File: src/rtl/host_cmd_decoder.sv
// Host byte-stream command decoder: drains the host FIFO into
// video-memory writes and control-register writes.
module host_cmd_decoder #(
  parameter int ADDR_W   = 16,
  parameter int NUM_REGS = 16
) (
  input  logic              clk,
  input  logic              nrst,
  input  logic              fifo_not_empty,
  output logic              fifo_rd,
  input  logic [7:0]        fifo_data,
  output logic              mem_wr_valid,
  input  logic              mem_wr_ready,
  output logic [ADDR_W-1:0] mem_addr,
  output logic [7:0]        mem_data,
  output logic              reg_wr,
  output logic [7:0]        reg_idx,
  output logic [7:0]        reg_data,
  output logic              busy,
  output logic              err
);

  typedef enum logic [2:0] {
    S_CMD,
    S_ALO,
    S_AHI,
    S_CNT,
    S_DATA,
    S_RIDX,
    S_RVAL
  } state_t;

  state_t      state, state_nx;
  logic        take, take_nx;
  logic [7:0]  lo_q;
  logic [7:0]  idx_q;
  logic [8:0]  remaining;
  logic        pop;
  logic        mem_acc;

  assign pop     = !take && fifo_not_empty && !mem_wr_valid;
  assign fifo_rd = !(nrst && pop);
  assign mem_acc = mem_wr_valid && mem_wr_ready;
  assign busy    = !(state == S_CMD && !take);

  always_comb begin
    state_nx = state;
    take_nx  = take;
    if (take) begin
      take_nx = 1'b0;
      unique case (state)
        S_CMD: begin
          unique case (1'b1)
            fifo_data == 8'h01: state_nx = S_ALO;
            fifo_data == 8'h02: state_nx = S_CNT;
            fifo_data == 8'h03: state_nx = S_RIDX;
            default:            state_nx = S_CMD;
          endcase
        end
        S_ALO:   state_nx = S_AHI;
        S_AHI:   state_nx = S_CMD;
        S_CNT:   state_nx = S_DATA;
        S_DATA:  state_nx = S_DATA;
        S_RIDX:  state_nx = S_RVAL;
        S_RVAL:  state_nx = S_CMD;
        default: state_nx = S_CMD;
      endcase
    end else if (pop) begin
      take_nx = 1'b1;
    end else if (mem_acc && remaining == 9'd1) begin
      state_nx = S_CMD;
    end
  end

  always_ff @(posedge clk) begin
    if (!nrst) begin
      state        <= S_CMD;
      take         <= 1'b0;
      lo_q         <= '0;
      idx_q        <= '0;
      remaining    <= '0;
      mem_wr_valid <= 1'b0;
      mem_addr     <= '0;
      mem_data     <= '0;
      reg_wr       <= 1'b0;
      reg_idx      <= '0;
      reg_data     <= '0;
      err          <= 1'b0;
    end else begin
      state  <= state_nx;
      take   <= take_nx;
      reg_wr <= 1'b0;
      if (take) begin
        unique case (state)
          S_CMD:  if (fifo_data > 8'h03) err <= 1'b1;
          S_ALO:  lo_q <= fifo_data;
          S_AHI:  mem_addr <= ADDR_W'({fifo_data, lo_q});
          S_CNT:  remaining <= (fifo_data == 8'h00) ? 9'd256
                               : {1'b0, fifo_data};
          S_DATA: begin
            mem_data     <= fifo_data;
            mem_wr_valid <= 1'b1;
          end
          S_RIDX: idx_q <= fifo_data;
          S_RVAL: begin
            if (32'(idx_q) < NUM_REGS) begin
              reg_wr   <= 1'b1;
              reg_idx  <= idx_q;
              reg_data <= fifo_data;
            end else begin
              err <= 1'b1;
            end
          end
          default: ;
        endcase
      end
      // write retires: advance address, count down payload
      if (mem_acc) begin
        mem_wr_valid <= 1'b0;
        mem_addr     <= mem_addr + ADDR_W'(1);
        remaining    <= remaining - 9'd1;
      end
    end
  end

endmodule

File: config.mk
export PLATFORM = sky130hd
export DESIGN_NAME = host_cmd_decoder
export DESIGN_NICKNAME = d
export VERILOG_FILES = /design/src/rtl/host_cmd_decoder.sv
export SDC_FILE = /design/constraint.sdc
export NUM_CORES = 1
export LEC_CHECK = 0
export ABC_CLOCK_PERIOD_IN_PS = 2100
export BUFFER_PORTS_ARGS = -buffer_cell sky130_fd_sc_hd__buf_2
export CORE_ASPECT_RATIO = 0.7
export CORE_MARGIN = 2
export CORE_UTILIZATION = 40
export CTS_BUF_LIST = sky130_fd_sc_hd__clkbuf_4 sky130_fd_sc_hd__clkbuf_8
export CTS_CLUSTER_DIAMETER = 30
export DETAILED_ROUTE_END_ITERATION = 16
export SETUP_SLACK_MARGIN = 0.3
export SYNTH_ARGS = -nofsm -noshare
export SYNTH_HDL_FRONTEND = slang
export SYNTH_SLANG_ARGS = --single-unit
File: constraint.sdc
create_clock -name clk -period 2.1 [get_ports clk]
set_clock_uncertainty 0.05 [all_clocks]
set_input_delay 0.42 -clock clk [delete_from_list [all_inputs] [get_ports clk]]
set_output_delay 0.42 -clock clk [all_outputs]
set_load 0.05 [all_outputs]
# Yosys cells after proc, flatten, opt, wreduce, memory -nomap -nowiden
# Cells that the tools add are included.
[totals] regBits=72 latch_bits=0 mem_bits_rw=0 rom_bits=0 inputBits=12 output_inout_bits=45 wordCells=76 mem_count=0
[classes] n_addsub=2 mul=0 div_mod_pow=0 magnitude_cmp=2 n_eq_ne=13 shift=0 n_mux=17 n_bitwise=1 reduce_logical=29
[op_table] cell="2-to-1 mux 16 bit" n=3
[op_table] cell="2-to-1 mux 9 bit" n=4
[op_table] cell="adder 16 x 1 -> 16 bit, second input constant" n=1
[op_table] cell="equality test 8 x 2 -> 1 bit, second input constant" n=2
[op_table] cell="case mux 3 bit (4 select lines)" n=1
[op_table] cell="AND reduction 2 bit" n=6
[op_table] cell="nonzero test 2 bit" n=5
[op_table] cell="equality test 3 bit, second input constant" n=3
[op_table] cell="equality test 9 x 1 -> 1 bit, second input constant" n=1
[op_table] cell="2-to-1 mux 3 bit" n=3
[op_table] cell="case mux 3 bit (3 select lines)" n=1
[op_table] cell="subtractor 9 x 1 -> 9 bit, second input constant" n=1
[op_table] cell="equality test 8 x 1 -> 1 bit, second input constant" n=1
[op_table] cell="> comparator 8 x 2 -> 1 bit, second input constant" n=1
[op_table] cell="zero test 8 bit" n=1
[op_table] cell="< comparator 8 x 5 -> 1 bit, second input constant" n=1
[op_table] cell="equality test 3 x 2 -> 1 bit, second input constant" n=2
[op_table] cell="logical AND 1 bit" n=6
[op_table] cell="AND reduction 3 bit" n=2
[op_table] cell="OR reduction 2 bit" n=3
[op_table] cell="zero test 1 bit" n=4
[op_table] cell="2-to-1 mux 1 bit" n=4
[op_table] cell="!= test 2 bit, second input constant" n=2
[op_table] cell="AND reduction 4 bit" n=1
[op_table] cell="other kinds (5)" n=5

# Longest topological paths before layout
# Gate-level depths: netlist of run 1.
[logic_depth] depth_word=5 depth_mapped=7

# Least setup slack after synthesis of run 1
# No wires, ideal clock.
[synth_timing] kind="register to register" start="reg mem_addr[2]" end="reg mem_addr[10]" setup_time_ns=0.074 t_arrival_ns=1.746 path_slack_ns=0.230 path_stages_with_launch=7 path_buffers=2 synth_period_minus_slack_ns=1.870 cell_sequence="dfxtp_1 -> buf_2 -> and4_1 -> buf_4 -> nand4_1 -> or3_1 -> a31oi_1"
[synth_between] elab_chain_len=2
[synth_rtl] element="start: declaration" line="14" source="output logic [ADDR_W-1:0] mem_addr,"
[synth_rtl] element="start signal: assignment" line="97" source="S_AHI: mem_addr <= ADDR_W'({fifo_data, lo_q});"
[synth_rtl] element="start signal: assignment" line="120" source="mem_addr <= mem_addr + ADDR_W'(1);"
[synth_rtl] element="adder 16 x 1 -> 16 bit" line="120"
[synth_rtl] element="2-to-1 mux 16 bit" line="118" source="if (mem_acc) begin"
# Every way passes these cells.
# A chain may end at the register's enable or synchronous reset.

# Final worst setup path of run 1
[layout_timing] start="reg mem_wr_valid" end="out fifo_rd"
[layout_between] elab_chain_len=4
[layout_rtl] element="start: declaration" line="12" source="output logic mem_wr_valid,"
[layout_rtl] element="start signal: assignment" line="82" source="mem_wr_valid <= 1'b0;"
[layout_rtl] element="start signal: assignment" line="102" source="mem_wr_valid <= 1'b1;"
[layout_rtl] element="start signal: assignment" line="119" source="mem_wr_valid <= 1'b0;"
[layout_rtl] element="zero test 1 bit" line="41" source="assign pop = !take && fifo_not_empty && !mem_wr_valid;"
[layout_rtl] element="logical AND 1 bit" line="41"
[layout_rtl] element="logical AND 1 bit" line="42" source="assign fifo_rd = !(nrst && pop);"
[layout_rtl] element="zero test 1 bit" line="42"
[layout_rtl] element="end: declaration" line="10" source="output logic fifo_rd,"
# Every way passes these cells.

==> results of run 1 <==
[metrics by stage]
step           setup WS, ns  instances
2_1_floorplan         0.323        394
4_1_cts               0.248        551
6_report              0.382        551
3_3_place_gp          0.293        535
5_1_grt               0.302        551
3_5_place_dp          0.301        535
[layout by cell type, fill, tap and decap left out, types with 4 or more instances in the layout]
master	n
and3_1	10
and2_1	4
nor2_1	31
a31oi_1	11
nand3_1	10
nand2_1	70
buf_4	15
a21oi_1	34
mux2i_1	14
inv_1	8
nor3_1	7
clkbuf_8	11
or3_1	5
mux2_2	4
and4_1	4
dfxtp_2	6
a311oi_1	5
buf_2	54
a211oi_1	4
dfxtp_1	66
o21ai_0	9
o211ai_1	5
nand4_1	11
[layout make-up]
| class | instances | area, um2 | area share |
|---|---|---|---|
| clock buffer | 11 | 151 | 0.0389 |
| clock inverter | 5 | 61.3 | 0.0157 |
| inverter | 8 | 30.0 | 0.00771 |
| multi-input combinational | 284 | 1690 | 0.433 |
| sequential | 72 | 1450 | 0.372 |
| tap | 101 | 126 | 0.0324 |
| timing repair buffer | 70 | 390 | 0.100 |
[routing by layer]
metal,track usage,up-vias,wire length (um)
met2,0.286,81,3780
met5,0,-,0
met3,0.0592,6,549
met4,0.0610,0,71
li1,-,1517,-
met1,0.302,1443,4570
[logic make-up after synthesis]
logic type / count (synthesis) / share of synthesized area
DFF: 72 / 0.440
adders and majority gates: 3 / 0.0115
AOI/OAI and AO/OA: 85 / 0.165
xor gates and xnor gates: 1 / 0.00267
and+or+nand+nor: 177 / 0.268
muxes: 18 / 0.0565
buffers and inverters: 38 / 0.0569
[registers in the layout (all words and copies together) (netlist names)]
register / flops
err: 1
idx_q: 8
lo_q: 8
mem_addr: 16
mem_data: 8
mem_wr_valid: 1
reg_data: 8
reg_idx: 8
reg_wr: 1
remaining: 9
state: 3
take: 1
[what timing repair did]
action,in CTS,in global routing
pin swaps,0,1
gates resized for setup,2,12
hold buffers,0,0
endpoints found under the setup margin,2,21
[power groups by stage]
stage / Combinational, mW / Sequential (mW) / Clock, mW
global route: 0.123 / 1.37 / 1.26
global placement: 0.111 / 1.40 / 0
detailed placement: 0.110 / 1.40 / 0
floorplan: 0.0542 / 1.40 / 0
finish: 0.115 / 1.37 / 1.17
CTS: 0.111 / 1.37 / 1.21
[worst max path at each step]
stage                             from        to  slack, ns  cells past startpoint
after global placement            nrst   fifo_rd       0.29                      5
after CTS                 mem_wr_valid   fifo_rd       0.25                      3
after floorplan           mem_wr_valid   fifo_rd       0.32                      3
after detailed placement          nrst   fifo_rd       0.30                      5
after global routing              take  state[0]       0.30                      4
final                     mem_wr_valid   fifo_rd       0.38                      3
==> metrics.csv, run 1 <==
metric;value;unit
cpPeakStageDelay;0.36;ns
place.gp.congestion;0.824;
r2r_cells;4;
layout.nets;460;
reg2reg_to;state[0];
clockBufferDepth;2;
path_class;reg -> out;
overflow;0;
power.share.clock;0.441;
min_period;1.72;ns
tns;0;ns
netlist_top_cells_count;72 x dfxtp_1, 70 x nand2_1, 34 x a21oi_1;
syn_area_per_cell;8.32;um2
cts-htree-levels;3;
design_area;0.00390;mm2
swShare;0.241;
io_buffer_count;56;
p_int;2.02;mW
path_clk_slew;0.07;ns
grt_usage;0.204;
irDropWorstVdd;588;uV
reg2reg_from;take;
fmax;0.582;GHz
startpoint_type;register;
rsz0062_at_grt;no;
cp-end-kind;primary output;
dieArea;0.00894;mm2
drt-initial-drc-count;247;
synth_area_leaders;dfxtp_1 44%, nand2_1 8.0%, a21oi_1 5.2%, mux2i_1 4.3%, nor2_1 3.7%;
cts_tree;built;
grt_pass1_vias;2716;
final_util;0.493;
worstHoldStart;fifo_not_empty;
ys.flop_type;dfxtp_1;
drv_slew;0;
reg2reg_slack;0.42;ns
cts-buffers-inserted;9;
ant_nets;0;
cellLeakagePower;1.55;nW
fin_crit_sh;0.818;
crit_required;1.63;ns
grt_pass1_wl;14.2;mm
synthCells;394;
wl_per_cell;16.3;um
hold_class;in -> reg;
drt_wl_total;8.97;mm
yosys_warnings;0;
vias_per_cell;5.53;
drive_above_1_share;0.240;
power_frac_seq;0.515;
postCtsSetupBuffers;0;
path_cells;nor4b_4 > inv_1 > buf_4;
fill_cells;802;
antenna_found_initial;0;
finalPower;2.66;mW
initial_utilization;0.415;
final_hold_viol_count;0;
core-area;0.00791;mm2
ctsRootBufferMaster;clkbuf_8;
n_antenna_cell;0;
holdWs;0.299;ns
min_to;take;
powerDensity;683;mW/mm2
synth_nets;409;
synth_area;0.00328;mm2
first_pass_iters;5;
outcome;completed;
clock_sinks;72;
num_vias;3047;
crit_buf_inv;2;
yosys.area.top_type;dfxtp_1;
critical_path_arrival;1.25;ns
ys_types;54;
die-height;79.7;um
num_rows;27;
hpwl;6.19;mm
synth-seq-cells;72;
relSlewSlack;0.712;
worst_slew_pin_slew;0.428;ns
switching_power;0.641;mW
hold_depth;2;
setup_viol;0;
die_w;112;um
cp_max_fo;6;
max-cap-violations;0;
syn2layout_area_growth;18.9;%
async_flop_share;0;
synth_edf_count;0;
cpMaxStageDelayCell;dfxtp_2;
grt_max_degree;30;
worstSkewPairLatency;0.35;ns
crit_family;flip-flops;
combPwrFrac;0.043;
synth_most_common_cell;dfxtp_1;
dpl_cell_area;0.00363;mm2
synth_top_area_share;0.440;
drc;0;
io_pins;57;
ys_seq_area_frac;0.440;
Power figures use the tool's default switching activity.
==> inputs of run 2 (changes only) <==
- ABC_CLOCK_PERIOD_IN_PS: 2100 -> 1700
- clock period: 2.1 -> 1.7 ns (I/O delays scaled with it)
==> metrics.csv, run 2 (same netlist as run 1, synthesis figures left out) <==
metric;value;unit;change
outcome;completed;;unchanged
top_register;mem_addr;;unchanged
layout.nets;505;;was 460
die_w;112;um;unchanged
grt_pass1_wl;15.7;mm;was 14.2 mm
grt_usage;0.225;;was 0.204
cp_max_fo;3;;was 6
cellLeakagePower;1.85;nW;was 1.55 nW
antenna_found_initial;0;;unchanged
worstSkewPairLatency;0.37;ns;was 0.35 ns
drc;0;;unchanged
drv_slew;0;;unchanged
initial_utilization;0.415;;unchanged
multi_input_area;0.00197;mm2;was 0.00169 mm2
fill_cells;711;;was 802
place.gp.congestion;0.866;;was 0.824
reg2reg_from;idx_q[4];;was take
cp-end-kind;primary output;;unchanged
design_area;0.00474;mm2;was 0.00390 mm2
io_pins;57;;unchanged
critPathLaunch;mem_wr_valid;;unchanged
die-height;79.7;um;unchanged
setup_viol;0;;unchanged
crit_required;1.31;ns;was 1.63 ns
wl_per_cell;17.2;um;was 16.3 um
min_period;1.61;ns;
cpMaxStageDelayCell;dfxtp_4;;was dfxtp_2
startpoint_type;register;;unchanged
rsz0062_at_grt;yes;;was no
cts-buffers-inserted;9;;unchanged
mostFrequentLayoutCells;63 x nand2_1, 50 x buf_4, 48 x dfxtp_1;;was 70 x nand2_1, 66 x dfxtp_1, 54 x buf_2
fmax;0.621;GHz;
ff_latch_area;0.00150;mm2;was 0.00145 mm2
path_cells;nor4b_4 > inv_2 > buf_6;;was nor4b_4 > inv_1 > buf_4
max-cap-violations;0;;unchanged
hold_class;in -> reg;;unchanged
io_buffer_count;56;;unchanged
hpwl;6.49;mm;was 6.19 mm
worstHoldStart;fifo_not_empty;;unchanged
ctsHoldBuffers;0;;unchanged
grt_max_degree;35;;was 30
irDropWorstVdd;563;uV;was 588 uV
drt-initial-drc-count;206;;was 247
syn2layout_area_growth;44.6;%;was 18.9%
cts_tree;built;;unchanged
relSlewSlack;0.713;;was 0.712
clock_sinks;72;;unchanged
worst_slew_pin_slew;0.431;ns;was 0.428 ns
dpl_cell_area;0.00380;mm2;was 0.00363 mm2
path_clk_slew;0.07;ns;about the same
drive_above_1_share;0.453;;was 0.240
path_class;reg -> out;;unchanged
fin_crit_sh;0.947;;
first_pass_iters;4;;was 5
ctsRootBufferMaster;clkbuf_8;;unchanged
cts-htree-levels;3;;unchanged
overflow;0;;unchanged
largest_reg_flops;16;;unchanged
dieArea;0.00894;mm2;unchanged
final_common_cell;nand2_1;;unchanged
clockBufferDepth;2;;unchanged
cpPeakStageDelay;0.37;ns;was 0.36 ns
ant_nets;0;;unchanged
grt_pass1_vias;3128;;was 2716
vias_per_cell;5.62;;was 5.53
drt_wl_total;10.2;mm;was 8.97 mm
num_rows;27;;unchanged
final_hold_viol_count;0;;unchanged
num_vias;3352;;was 3047
core-area;0.00791;mm2;unchanged
critical_path_arrival;1.22;ns;was 1.25 ns
powerDensity;749;mW/mm2;was 683 mW/mm2
holdWs;0.187;ns;was 0.299 ns
n_antenna_cell;0;;unchanged
reg_top3;mem_addr (16), remaining (9);;unchanged
tns;0;ns;unchanged
run 2: changes by cell type in the layout (fill, tap and decap cells not counted), sizes merged:
| cell | delta |
|---|---|
| and2 | +1 |
| bufinv | +2 |
| clkinvlp | +1 |
| inv | -3 |
| nor2b | +1 |
| clkbuf | +5 |
| buf | +38 |
run 2: final cells by class:
cell class	count	area share
Inverter	8	0.00634
Sequential cell	72	0.317
Timing Repair Buffer	113	0.182
Clock buffer	11	0.0293
Tap cell	101	0.0267
Multi-Input combinational cell	286	0.416
Clock inverter	5	0.0224
run 2: worst paths after layout:
| path | to | slack, ns | cells after the start |
|---|---|---|---|
| setup / recovery | fifo_rd | 0.09 | 3 |
| hold / removal | take | 0.19 | 2 |
| setup reg to reg | reg_data[5] | 0.10 | 5 |
| hold reg to reg | idx_q[1] | 0.41 | 2 |
run 2: per-layer routing:
metal | share of wire | vias to the layer above | wire [um] | GRT usage
met3 | 0.063 | 24 | 649 | 0.0509
met4 | 0.025 | 0 | 253 | 0.0866
met5 | 0 | - | 0 | 0
met2 | 0.46 | 105 | 4670 | 0.351
li1 | - | 1609 | - | -
met1 | 0.45 | 1614 | 4650 | 0.307
run 2: where the power goes:
part	internal [mW]	total (mW)	switching, mW	leakage (nW)
clock	1.01	1.69	0.679	0.121
combinational	0.0653	0.187	0.122	1.14
sequential	1.67	1.67	0.00526	0.596
run 2: timing repair:
| action | 4_1_cts | 5_1_grt |
|---|---|---|
| cloned | 2 | 1 |
| pin swaps | 19 | 28 |
| endpoints found under the setup margin | 81 | 79 |
| setup buffers | 21 | 12 |
| gates resized for setup | 66 | 62 |
run 2: critical path: cells and delay by family, from the launching register on:
kind	cells	cell delay, ns
DFF	1	0.37
and+or+nand+nor	1	0.28
buffers and inverters	2	0.20
run 2: through the flow:
| step | std cells | setup WS [ns] | total power, mW | utilization |
|---|---|---|---|---|
| 6_report | 596 | 0.0893 | 3.55 | 0.600 |
| 5_1_grt | 596 | 0.0478 | 3.65 | 0.600 |
| 3_5_place_dp | 544 | 0.0631 | 1.88 | 0.481 |
| 4_1_cts | 583 | 0.0854 | 3.57 | 0.557 |
| 2_1_floorplan | 394 | 0.146 | 1.80 | - |
| 3_3_place_gp | 544 | 0.101 | 1.88 | 0.481 |
==> inputs of run 3 (changes only) <==
- CELL_PAD_IN_SITES_DETAIL_PLACEMENT: unset -> 0
- CELL_PAD_IN_SITES_GLOBAL_PLACEMENT: unset -> 1
- CTS_CLUSTER_SIZE: unset -> 28
- PLACE_DENSITY_LB_ADDON: unset -> 0.1
==> metrics.csv, run 3 (same netlist as run 1, synthesis figures left out) <==
metric;value;unit;change
design_area;0.00485;mm2;was 0.00474 mm2
final_hold_viol_count;0;;unchanged
grt_pass1_vias;3153;;was 3128
reg_top3;mem_addr (16), remaining (9);;unchanged
drc;0;;unchanged
cts_tree;built;;unchanged
ant_nets;0;;unchanged
outcome;completed;;unchanged
num_rows;27;;unchanged
r2r_cells;9;;was 5
layout.nets;506;;was 505
cts-htree-levels;3;;unchanged
largest_reg_flops;16;;unchanged
place.gp.congestion;0.853;;was 0.866
antenna_found_initial;0;;unchanged
cp-end-kind;register;;was primary output
holdWs;0.254;ns;was 0.187 ns
setup_viol;0;;unchanged
drt_wl_total;10.3;mm;was 10.2 mm
fmax;0.592;GHz;was 0.621 GHz
clock_sinks;72;;unchanged
ctsHoldBuffers;0;;unchanged
drv_slew;0;;unchanged
syn2layout_area_growth;48.1;%;was 44.6%
mostFrequentLayoutCells;51 x dfxtp_1, 46 x buf_4, 45 x nand2_1;;was 63 x nand2_1, 50 x buf_4, 48 x dfxtp_1
die_w;112;um;unchanged
relSlewSlack;0.682;;was 0.713
path_clk_slew;0.08;ns;was 0.07 ns
clockBufferDepth;2;;unchanged
reg2reg_to;mem_addr[13];;was reg_data[5]
path_class;reg -> reg;;was reg -> out
vias_per_cell;5.60;;was 5.62
worstHoldStart;fifo_data[1];;was fifo_not_empty
final_common_cell;dfxtp_1;;was nand2_1
reg2reg_slack;0.01;ns;was 0.10 ns
cpMostUsedCell;buf_6;;
fin_crit_sh;0.994;;was 0.947
min_to;lo_q[1];;was take
first_pass_iters;5;;was 4
irDropWorstVdd;543;uV;was 563 uV
core-area;0.00791;mm2;unchanged
critical_path_arrival;1.88;ns;was 1.22 ns
overflow;0;;unchanged
path_cells;buf_6 > buf_6 > buf_6 > buf_6 > nand4bb_1 > buf_6 > mux2_4 > o21ai_2 > a31oi_1;;was nor4b_4 > inv_2 > buf_6
num_vias;3346;;was 3352
io_pins;57;;unchanged
cpPeakStageDelay;0.35;ns;was 0.37 ns
grt_pass1_wl;16.2;mm;was 15.7 mm
min_period;1.69;ns;was 1.61 ns
die-height;79.7;um;unchanged
rsz0062_at_grt;yes;;unchanged
powerDensity;696;mW/mm2;was 749 mW/mm2
cpMaxStageDelayCell;dfxtp_4;;unchanged
grt_max_degree;38;;was 35
cts-buffers-inserted;9;;unchanged
hold_class;in -> reg;;unchanged
cp_max_fo;8;;was 3
ctsRootBufferMaster;clkbuf_8;;unchanged
final_util;0.614;;was 0.600
drt-initial-drc-count;220;;was 206
initial_utilization;0.415;;unchanged
crit_required;1.89;ns;was 1.31 ns
startpoint_type;register;;unchanged
drive_above_1_share;0.502;;was 0.453
worstSkewPairLatency;0.36;ns;was 0.37 ns
reg2reg_from;take;;was idx_q[4]
worst_slew_pin_slew;0.472;ns;was 0.431 ns
grt_usage;0.235;;was 0.225
n_antenna_cell;0;;unchanged
top_register;mem_addr;;unchanged
wl_per_cell;17.3;um;was 17.2 um
max-cap-violations;0;;unchanged
tns;0;ns;unchanged
hold_depth;3;;was 2
dpl_cell_area;0.00384;mm2;was 0.00380 mm2
io_buffer_count;56;;unchanged
dieArea;0.00894;mm2;unchanged
cellLeakagePower;1.88;nW;was 1.85 nW
hpwl;6.60;mm;was 6.49 mm
==> run 3: how the worst max path moves through the flow <==
stage,startpoint,endpoint,slack [ns],depth (start not counted)
2_1_floorplan,mem_addr[2],mem_addr[11],0.15,6
3_3_place_gp,nrst,fifo_rd,0.11,5
3_5_place_dp,fifo_data[5],state[0],0.10,5
4_1_cts,take,fifo_rd,-0.04,4
5_1_grt,take,reg_data[2],-0.07,9
6_report,take,mem_addr[13],0.01,9
==> run 3: per-stage QoR <==
stage,power [mW],worst slack (ns),std cells
3_3_place_gp,1.89,0.109,547
5_1_grt,3.49,-0.0710,597
2_1_floorplan,1.80,0.146,394
4_1_cts,3.39,-0.0425,589
3_5_place_dp,1.89,0.101,547
6_report,3.38,0.0107,597
==> run 3: power by group <==
group	internal [mW]	leakage [nW]	switching [mW]
registers	1.67	0.593	0.00281
logic	0.0830	1.18	0.137
clock network	0.798	0.109	0.682
total	2.56	1.88	0.821
==> run 3: cell type report <==
class / instances / area, um2
inverters: 8 / 30.0
multi-input cells: 285 / 2080
repair buffers: 115 / 915
fillers: 733 / 3050
well taps: 101 / 126
flip-flops and latches: 72 / 1490
clock inverters: 4 / 51.3
clock buffers: 12 / 165
==> run 3: worst max-delay path: cells and delay by family, from the launching register on <==
kind / cells / cell delay, ns
muxes: 1 / 0.31
AOI/OAI and AO/OA: 2 / 0.16
buffers and inverters: 5 / 0.59
DFF: 1 / 0.35
and+or+nand+nor: 1 / 0.11
==> run 3: timing repair <==
item / in CTS / in global routing
gates cloned: 2 / 0
pin swaps: 67 / 31
gates resized for setup: 108 / 61
endpoints found under the setup margin: 72 / 91
buffers inserted: 24 / 8
==> run 3: per-layer routing <==
| metal | vias up | GRT usage | wire [um] |
|---|---|---|---|
| met5 | - | 0 | 0 |
| met2 | 101 | 0.337 | 4500 |
| li1 | 1614 | - | - |
| met1 | 1617 | 0.329 | 4840 |
| met3 | 14 | 0.0767 | 789 |
| met4 | 0 | 0.0841 | 213 |
